## src/rtl/fft_frame_ctrl.sv

```systemverilog
// fft_frame_ctrl: fills an input frame, runs the parallel FFT for its fixed latency, then drains the bins.
// Define FFT_FRAME_CTRL_BITREV_EN to drain the output bins in bit-reversed order.
module fft_frame_ctrl #(
    parameter int DATA_WIDTH  = 16,
    parameter int N           = 16,
    parameter int FFT_LATENCY = $clog2(N) + 2
) (
    input  logic                               clk,
    input  logic                               rst_n,
    input  logic                               s_valid,
    output logic                               s_ready,
    input  logic signed [DATA_WIDTH-1:0]       s_real,
    input  logic signed [DATA_WIDTH-1:0]       s_imag,
    output logic                               m_valid,
    input  logic                               m_ready,
    output logic signed [DATA_WIDTH-1:0]       m_real,
    output logic signed [DATA_WIDTH-1:0]       m_imag,
    output logic [$clog2(N)-1:0]               m_index,
    output logic                               m_last,
    output logic [N-1:0][DATA_WIDTH-1:0]       fft_real_in,
    output logic [N-1:0][DATA_WIDTH-1:0]       fft_imag_in,
    input  logic [N-1:0][DATA_WIDTH-1:0]       fft_real_out,
    input  logic [N-1:0][DATA_WIDTH-1:0]       fft_imag_out,
    output logic                               busy,
    output logic                               frame_done
);
    localparam int AW = $clog2(N);
    localparam int LW = $clog2(FFT_LATENCY + 1);
    typedef enum logic [1:0] {FILL, RUN, DRAIN} state_t;
    state_t r_state, w_next;
    logic [AW-1:0] r_wr_cnt, r_rd_cnt, w_rd_idx;
    logic [LW-1:0] r_lat_cnt;
    logic [N-1:0][DATA_WIDTH-1:0] r_in_real, r_in_imag, r_out_real, r_out_imag;
    logic r_s_ready, r_frame_done, w_wr, w_rd, w_wr_last, w_lat_done;
    assign w_wr       = s_valid && r_s_ready && r_state == FILL;
    assign w_wr_last  = w_wr && r_wr_cnt == AW'(N - 1);
    assign w_rd       = r_state == DRAIN && m_ready;
    assign w_lat_done = r_state == RUN && r_lat_cnt == LW'(FFT_LATENCY);
`ifdef FFT_FRAME_CTRL_BITREV_EN
    always_comb begin
        w_rd_idx = '0;
        for (int i = 0; i < AW; i++) w_rd_idx[i] = r_rd_cnt[AW-1-i];
    end
`else
    assign w_rd_idx = r_rd_cnt;
`endif
    assign s_ready     = r_s_ready;
    assign m_valid     = r_state == DRAIN;
    assign m_real      = r_out_real[w_rd_idx];
    assign m_imag      = r_out_imag[w_rd_idx];
    assign m_index     = r_rd_cnt;
    assign m_last      = m_valid && r_rd_cnt == AW'(N - 1);
    assign busy        = r_wr_cnt != '0 || r_state != FILL;
    assign frame_done  = r_frame_done;
    assign fft_real_in = r_in_real;
    assign fft_imag_in = r_in_imag;
    always_comb begin
        w_next = r_state;
        case (r_state)
            FILL:    w_next = w_wr_last ? RUN : FILL;
            RUN:     w_next = w_lat_done ? DRAIN : RUN;
            DRAIN:   w_next = (w_rd && m_last) ? FILL : DRAIN;
            default: w_next = FILL;
        endcase
    end
    always_ff @(posedge clk or negedge rst_n) begin
        if (!rst_n) r_state <= FILL;
        else        r_state <= w_next;
    end
    always_ff @(posedge clk or negedge rst_n) begin
        if (!rst_n) begin
            r_s_ready    <= 1'b0;
            r_frame_done <= 1'b0;
            r_wr_cnt     <= '0;
            r_rd_cnt     <= '0;
            r_lat_cnt    <= '0;
            r_in_real    <= '0;
            r_in_imag    <= '0;
            r_out_real   <= '0;
            r_out_imag   <= '0;
        end else begin
            r_s_ready    <= w_next == FILL;
            r_frame_done <= w_rd && m_last;
            if (w_wr) begin
                r_in_real[r_wr_cnt] <= s_real;
                r_in_imag[r_wr_cnt] <= s_imag;
            end
            // wr_cnt parks at N-1 until the frame completes so busy stays meaningful
            r_wr_cnt  <= (w_rd && m_last) ? '0 : (w_wr && !w_wr_last) ? r_wr_cnt + 1'b1 : r_wr_cnt;
            r_rd_cnt  <= w_rd ? (m_last ? '0 : r_rd_cnt + 1'b1) : r_rd_cnt;
            r_lat_cnt <= (r_state == RUN && !w_lat_done) ? r_lat_cnt + 1'b1 : '0;
            if (w_lat_done) begin
                r_out_real <= fft_real_out;
                r_out_imag <= fft_imag_out;
            end
        end
    end
endmodule
```

## config.mk

```make
export PLATFORM = sky130hd
export DESIGN_NAME = fft_frame_ctrl
export DESIGN_NICKNAME = d
export VERILOG_FILES = /design/src/rtl/fft_frame_ctrl.sv
export SDC_FILE = /design/constraint.sdc
export NUM_CORES = 1
export LEC_CHECK = 0
export CORE_AREA = 2 2 433 435
export CTS_BUF_LIST = sky130_fd_sc_hd__clkbuf_16
export DETAILED_ROUTE_END_ITERATION = 16
export DIE_AREA = 0 0 435 437
export PLACE_DENSITY_LB_ADDON = 0.08
export SYNTH_ARGS = -nofsm -noshare
export SYNTH_HDL_FRONTEND = slang
export SYNTH_SLANG_ARGS = --single-unit
```

## constraint.sdc

```tcl
create_clock -name clk -period 4.55 [get_ports clk]
set_input_delay 0.91 -clock clk [delete_from_list [all_inputs] [get_ports clk]]
set_output_delay 0.91 -clock clk [all_outputs]
set_load 0.005 [all_outputs]
```

==> impl_metrics.yaml, run 1 <==
status:
  outcome: "completed"
placed_design:
  io_buffers: 1100
  gp_congestion: 0.8092
  dp_cells: 6181
  dp_hpwl_um: 137800
  post_dp_cell_area_um2: 57100
sta:
  final.setup_skew_ns: 0.03065
  finalSetupTns_ns: 0
  rsz0062_at_grt: "no"
  fin_crit_ns: 4.387
  hold-worst-slack_ns: 0.1862
  fin_crit_sh_pct: 96.42
  finalHoldViolations: 0
  finalSetupViolCount: 0
  tightest_slew_ns: 1.081
  relSlewSlack_pct: 27.73
  final_max_slew_viol_count: 0
  max_freq_mhz: 228.0
final_layout:
  final_area_um2: 61220
  final_layout_size_suffix_gt1_share_pct: 34.53
  synthToLayoutAreaGrowth_pct: 43.07
  fin_cells: 6457
  final_nets: 4396
clocking:
  post-cts-setup-buffers: 1
  clockBufferDepth: 3
  cts_made_buffers: 137
  hold_buffers: 0
  cts.clk_slew.worst_paths_ns: 0.06
  cts_root_buffer: "clkbuf_16"
  cts_tree: "yes"
  htree_levels: 4
  cts_sinks: 1039
  post_cts_resized: 0
  clkLatencyLatePin_ns: 0.80
power_and_ir_drop:
  swShare_pct: 28.91
  internal_power_w: 0.02359
  leakagePower_nw: 25.44
  p_sw_w: 0.009594
  comb_power_share_pct: 30.4
  p_clk_share_pct: 29.7
  power.density_nw_per_um2: 542.1
  seqPwrFrac_pct: 39.9
  ir_worst_vdd_mv: 0.2932
  power_w: 0.03319
critical_path:
  rr_worst_depth: 5
  rr_endpoint: "r_out_imag[144]"
  critPathKind: "reg2out"
  endpoint_kind: "output port"
  path_cells: "buf_12 -> mux2i_1 -> a221oi_1 -> o21ai_0 -> nand2_1 -> clkdlybuf4s50_1"
  cp.arrival_ns: 3.48
  r2r_slack_ns: 1.83
  cp.required_ns: 3.64
  worst_setup_path_start_kind: "flop"
  cpMaxStageDelayCell: "dfrtp_4"
  r2r-start: "r_state[0]"
  cp_max_fo: 26
  worst_path_largest_cell_delay_ns: 0.68
synth:
  yosysMostFrequentCell: "dfrtp_1"
  syn_inst: 2697
  syn-mean-instance-area_um2: 15.87
  synthTopCellsByCount: "1039 x dfrtp_1, 1006 x mux2_2, 128 x mux2i_1"
  synth_area_leaders: "dfrtp_1 61%, mux2_2 26%, mux4_2 3.4%, mux2i_1 3.0%, a221oi_1 1.3%"
  synth-compound-area-share_pct: 2.351
  ys_types: 34
  syn_area_um2: 42790
  async_flop_share_pct: 100.0
  yosysSeqAreaShare_pct: 60.76
  yosysTopAreaCell: "dfrtp_1"
  ys_seq_elements: 1039
  synthAdderAreaFrac_pct: 0.2047
  syn_nets: 3252
  synth-xor-area-share_pct: 0.08187
  synth_flop_cell: "dfrtp_1"
  synthMuxAreaShare_pct: 33.31
  yosys.area_share.simple_pct: 1.070
  yosysWarnings: 0
  synth_top_area_share_pct: 60.76
  synth_enable_flop_cells: 0
  synth_top_family_by_area: "multiplexers"
drt:
  drtPass1Iterations: 4
  viasPerCell: 4.383
  vias: 28300
  drt_iter0_drc: 1204
  wl_um: 187900
  drtAntennaViolNets: 0
  wl_per_cell_um: 29.10
  drc: 0
grt:
  grt-ovfl-total: 0
  grt_pass1_vias: 30030
  grt.total_usage_pct: 19.36
  grt_max_degree: 142
  grt_first_pass_wirelength_um: 256600
  antenna_found_initial: 113
job:
  max-cap-violations: 0
die:
  die_h_um: 437
  start_util_pct: 23.12
  core_region_area_um2: 185000
  dieArea_um2: 190100
  ioPinCount: 1101
  rows: 158
  die_w_um: 435
hold_path:
  hold_path.class: "in2async"
registers in the layout, summed over array words and instances (netlist names), 2 cells and up:
name,cells
fft_real_in,256
fft_imag_in,256
r_out_imag,256
r_wr_cnt,4
r_state,2
m_index,4
r_out_real,256
r_lat_cnt,3
logic make-up after synthesis:
kind of cell | Yosys count
AOI/OAI and AO/OA | 136
xor gates and xnor gates | 4
adders and majority gates | 7
buffers and inverters | 200
DFF | 1039
muxes | 1216
and+or+nand+nor | 95
per-layer routing:
| metal | track usage [%] | vias to the layer above | routed length [µm] |
|---|---|---|---|
| li1 | - | 12200 | - |
| met1 | 21.14 | 14850 | 70010 |
| met2 | 34.56 | 819 | 99190 |
| met3 | 5.596 | 387 | 10690 |
| met4 | 8.742 | 50 | 7713 |
| met5 | 0 | - | 299 |
how the worst max path moves through the flow:
| stage | startpoint | to | slack (ns) | cells past startpoint |
|---|---|---|---|---|
| 6_report | m_index[0] | m_imag[14] | 0.16 | 6 |
| 5_1_grt | m_index[0] | m_real[13] | 0.007 | 7 |
| 4_1_cts | m_index[0] | m_imag[9] | 0.08 | 6 |
| 3_5_place_dp | m_index[0] | m_imag[9] | 0.83 | 6 |
| 3_3_place_gp | m_index[0] | m_imag[3] | 0.83 | 7 |
| 2_1_floorplan | m_index[0] | m_imag[10] | 1.94 | 6 |
final cells by class:
cell class | instances | area [µm²]
timing repair buffer | 1199 | 12080
tap | 2480 | 3103
fill | 18510 | 123800
antenna | 35 | 87.58
clock buffer | 138 | 3453
sequential | 1039 | 26010
inverter | 6 | 22.52
multi-input combinational | 1458 | 15920
clock inverter | 102 | 546.8
cell usage in the layout (no fill, tap or decap), types with 2 or more instances in the layout:
cell type and n:
dfrtp_2 2, dfrtp_4 2, inv_16 2, a221oi_1 64
mux2_2 1006, clkdlybuf4s50_1 1099, nor3_4 2, nand2b_1 3
nand3_2 2, ha_1 7, nor2_1 11, nor2_4 6
buf_12 24, dfrtp_1 1035, clkinv_1 24, xnor2_1 3
clkinv_8 4, nand2_1 46, clkbuf_16 138, clkinv_2 13
nand2_2 6, a22oi_1 33, nor2b_1 2, o21ai_0 37
nand3_1 5, mux2i_1 128, buf_4 74, diode_2 35
inv_1 55, and2_1 3, mux2_1 18, mux4_2 64
inv_6 7
power groups by stage:
stage          clock network (W)  logic [W]  registers (W)
2_1_floorplan                  0    0.00322         0.0133
3_3_place_gp                   0     0.0103         0.0133
3_5_place_dp                   0     0.0103         0.0134
4_1_cts                   0.0103     0.0104         0.0132
5_1_grt                   0.0106     0.0106         0.0136
6_report                 0.00987     0.0101         0.0132
metrics by stage:
stage / util [%] / worst slack [ns]
final: 33.08 / 0.1631
after CTS: 33.04 / 0.07925
after global placement: 30.86 / 0.8347
after floorplan: - / 1.938
after detailed placement: 30.86 / 0.8258
after global routing: 33.07 / 0.006604
worst max-delay path: cells and delay by family (launching register included):
kind / cells / cell delay (ns)
compound gates: 2 / 0.73
buf+inv: 2 / 0.83
mux: 1 / 0.16
simple gates: 1 / 0.23
flops: 1 / 0.68
Note: power is estimated with default switching activity, not from simulation.
==> inputs of run 2 (changes only) <==
--- a/config.mk
+++ b/config.mk
@@ -9,6 +9,8 @@
 export CTS_BUF_LIST = sky130_fd_sc_hd__clkbuf_16
 export DETAILED_ROUTE_END_ITERATION = 16
 export DIE_AREA = 0 0 435 437
+export GPL_TIMING_DRIVEN = 0
+export MAX_ROUTING_LAYER = met4
 export PLACE_DENSITY_LB_ADDON = 0.08
 export SYNTH_ARGS = -nofsm -noshare
 export SYNTH_HDL_FRONTEND = slang
==> run 2 against run 1 <==
Via count up 1.9%. Largest cell class unchanged. Highest routed layer is now met4. Clock skew is 0.0013 ns lower. Global-route usage up 1.7 points. Combinational power about the same. Non-clock buffer count rose by 105. Design area grew 1.3%. Critical path depth rose by 1.
==> impl_metrics.yaml, run 2 (synthesis results as in run 1) <==
status:
  outcome: "completed"
power_and_ir_drop:
  p_clk_share_pct: 30.1
  swShare_pct: 29.10
  seqPwrFrac_pct: 39.3
  leakagePower_nw: 25.78
  p_sw_w: 0.009744
  power.density_nw_per_um2: 540.2
  comb_power_share_pct: 30.6
  internal_power_w: 0.02374
  ir_worst_vdd_mv: 0.3103
sta:
  max_freq_mhz: 227.7
  finalSetupTns_ns: 0
  finalHoldViolations: 0
  fin_crit_ns: 4.391
  relSlewSlack_pct: 23.61
  finalSetupViolCount: 0
  final.setup_skew_ns: 0.02931
  final_max_slew_viol_count: 0
  worst_slack_ns: 0.1586
  tightest_slew_ns: 1.146
  rsz0062_at_grt: "yes"
  fin_crit_sh_pct: 96.51
final_layout:
  final_nets: 4500
  final_area_um2: 61990
  final_layout_size_suffix_gt1_share_pct: 35.80
  fillers: 18520
  final_cell_mix: "1098 x clkdlybuf4s50_1, 1038 x dfrtp_1, 1006 x mux2_2"
  final_core_util_pct: 33.50
  synthToLayoutAreaGrowth_pct: 44.88
  final_common_cell: "clkdlybuf4s50_1"
placed_design:
  gp_congestion: 0.8052
  io_buffers: 1100
  dpl_worst_slack_ns: -0.008104
  post_dp_cell_area_um2: 57110
  dp_hpwl_um: 153000
clocking:
  htree_levels: 4
  cts_sinks: 1039
  cts.clk_slew.worst_paths_ns: 0.06
  clockBufferDepth: 3
  cts_root_buffer: "clkbuf_16"
  cts_tree: "yes"
  clkLatencyLatePin_ns: 0.79
  cts_made_buffers: 136
critical_path:
  cp_max_fo: 10
  r2r-start: "r_wr_cnt[0]"
  critPathKind: "reg2out"
  worst_setup_path_start_kind: "flop"
  crit_start: "m_index[2]"
  endpoint_kind: "output port"
  cp.arrival_ns: 3.48
  cp.required_ns: 3.64
drt:
  drt_iter0_drc: 1336
  drc: 0
  wl_per_cell_um: 30.04
  wl_um: 197400
  drtPass1Iterations: 5
  viasPerCell: 4.390
  drtAntennaViolNets: 0
  vias: 28850
grt:
  grt-ovfl-total: 0
  grt_first_pass_wirelength_um: 268300
  antenna_found_initial: 110
  grt_max_degree: 152
  grt.total_usage_pct: 21.03
  grt_pass1_vias: 30580
hold_path:
  hold_path.class: "reg2reg"
  hold_start: "r_lat_cnt[0]"
die:
  ioPinCount: 1101
  dieArea_um2: 190100
  rows: 158
  start_util_pct: 23.12
  die_h_um: 437
  die_w_um: 435
  core_region_area_um2: 185000
job:
  max-cap-violations: 0
run 2: cell count changes in the layout (fill, tap and decap cells not counted), sizes merged, moves of 2 or more:
cell	change
clkinvlp	+2
bufinv	+2
diode	+9
buf	+44
inv	-4
clkbuf	+61
run 2: power groups by stage:
stage                     Combinational, W  Clock, W  Sequential (W)
final                               0.0103    0.0101          0.0131
after global routing                0.0108    0.0108          0.0135
after CTS                           0.0105    0.0105          0.0131
after detailed placement            0.0104         0          0.0133
after global placement              0.0104         0          0.0134
after floorplan                    0.00322         0          0.0133
run 2: metrics by stage:
stage,total power (W),cells,hold slack [ns]
2_1_floorplan,0.01647,2697,0.4316
3_3_place_gp,0.02377,6277,0.4487
3_5_place_dp,0.02370,6284,0.4540
4_1_cts,0.03418,6528,0.4621
5_1_grt,0.03513,6559,0.4983
6_report,0.03349,6571,0.4597
run 2: worst max-delay path, cell delays in order (launching register included):
cell and delay (ns):
dfrtp_1 0.37, buf_2 0.24, and2_1 0.21, buf_1 0.41
a221oi_2 0.63, o21ai_0 0.17, nand2_1 0.10, clkdlybuf4s50_1 0.57
run 2: path summary, 6_finish.rpt:
path,cells past startpoint,to,slack [ns]
max,7,m_imag[7],0.16
min,1,r_lat_cnt[0],0.46
max reg2reg,7,fft_real_in[70],1.63
min reg2reg,1,r_lat_cnt[0],0.46
max in group asynchronous,5,r_out_imag[180],1.35
min in group asynchronous,2,fft_real_in[97],0.70
run 2: cell type report:
class | count | area [µm²] | area share (%)
inverter | 6 | 22.52 | 0.03633
tap | 2480 | 3103 | 5.005
multi-input combinational | 1458 | 16340 | 26.36
antenna | 44 | 110.1 | 0.1776
buffer | 192 | 1065 | 1.718
clock buffer | 139 | 3478 | 5.611
clock inverter | 101 | 609.3 | 0.9829
timing repair buffer | 1112 | 11260 | 18.16
sequential | 1039 | 26000 | 41.94
run 2: layer usage:
| metal | part of all wire (%) | global-route usage, % | up-vias |
|---|---|---|---|
| met5 | 0 | - | - |
| li1 | - | - | 12440 |
| met4 | 2.8 | 6.474 | 0 |
| met2 | 53 | 36.78 | 823 |
| met1 | 40 | 24.05 | 15250 |
| met3 | 4.3 | 4.361 | 326 |
run 2: repair_timing:
action                                  CTS  global route
resized for setup                       113            32
endpoints found under the hold margin    54             0
hold buffers                              1             0
pin swaps                                 6             1
buffers inserted                          4             0
endpoints found under the setup margin   32            30
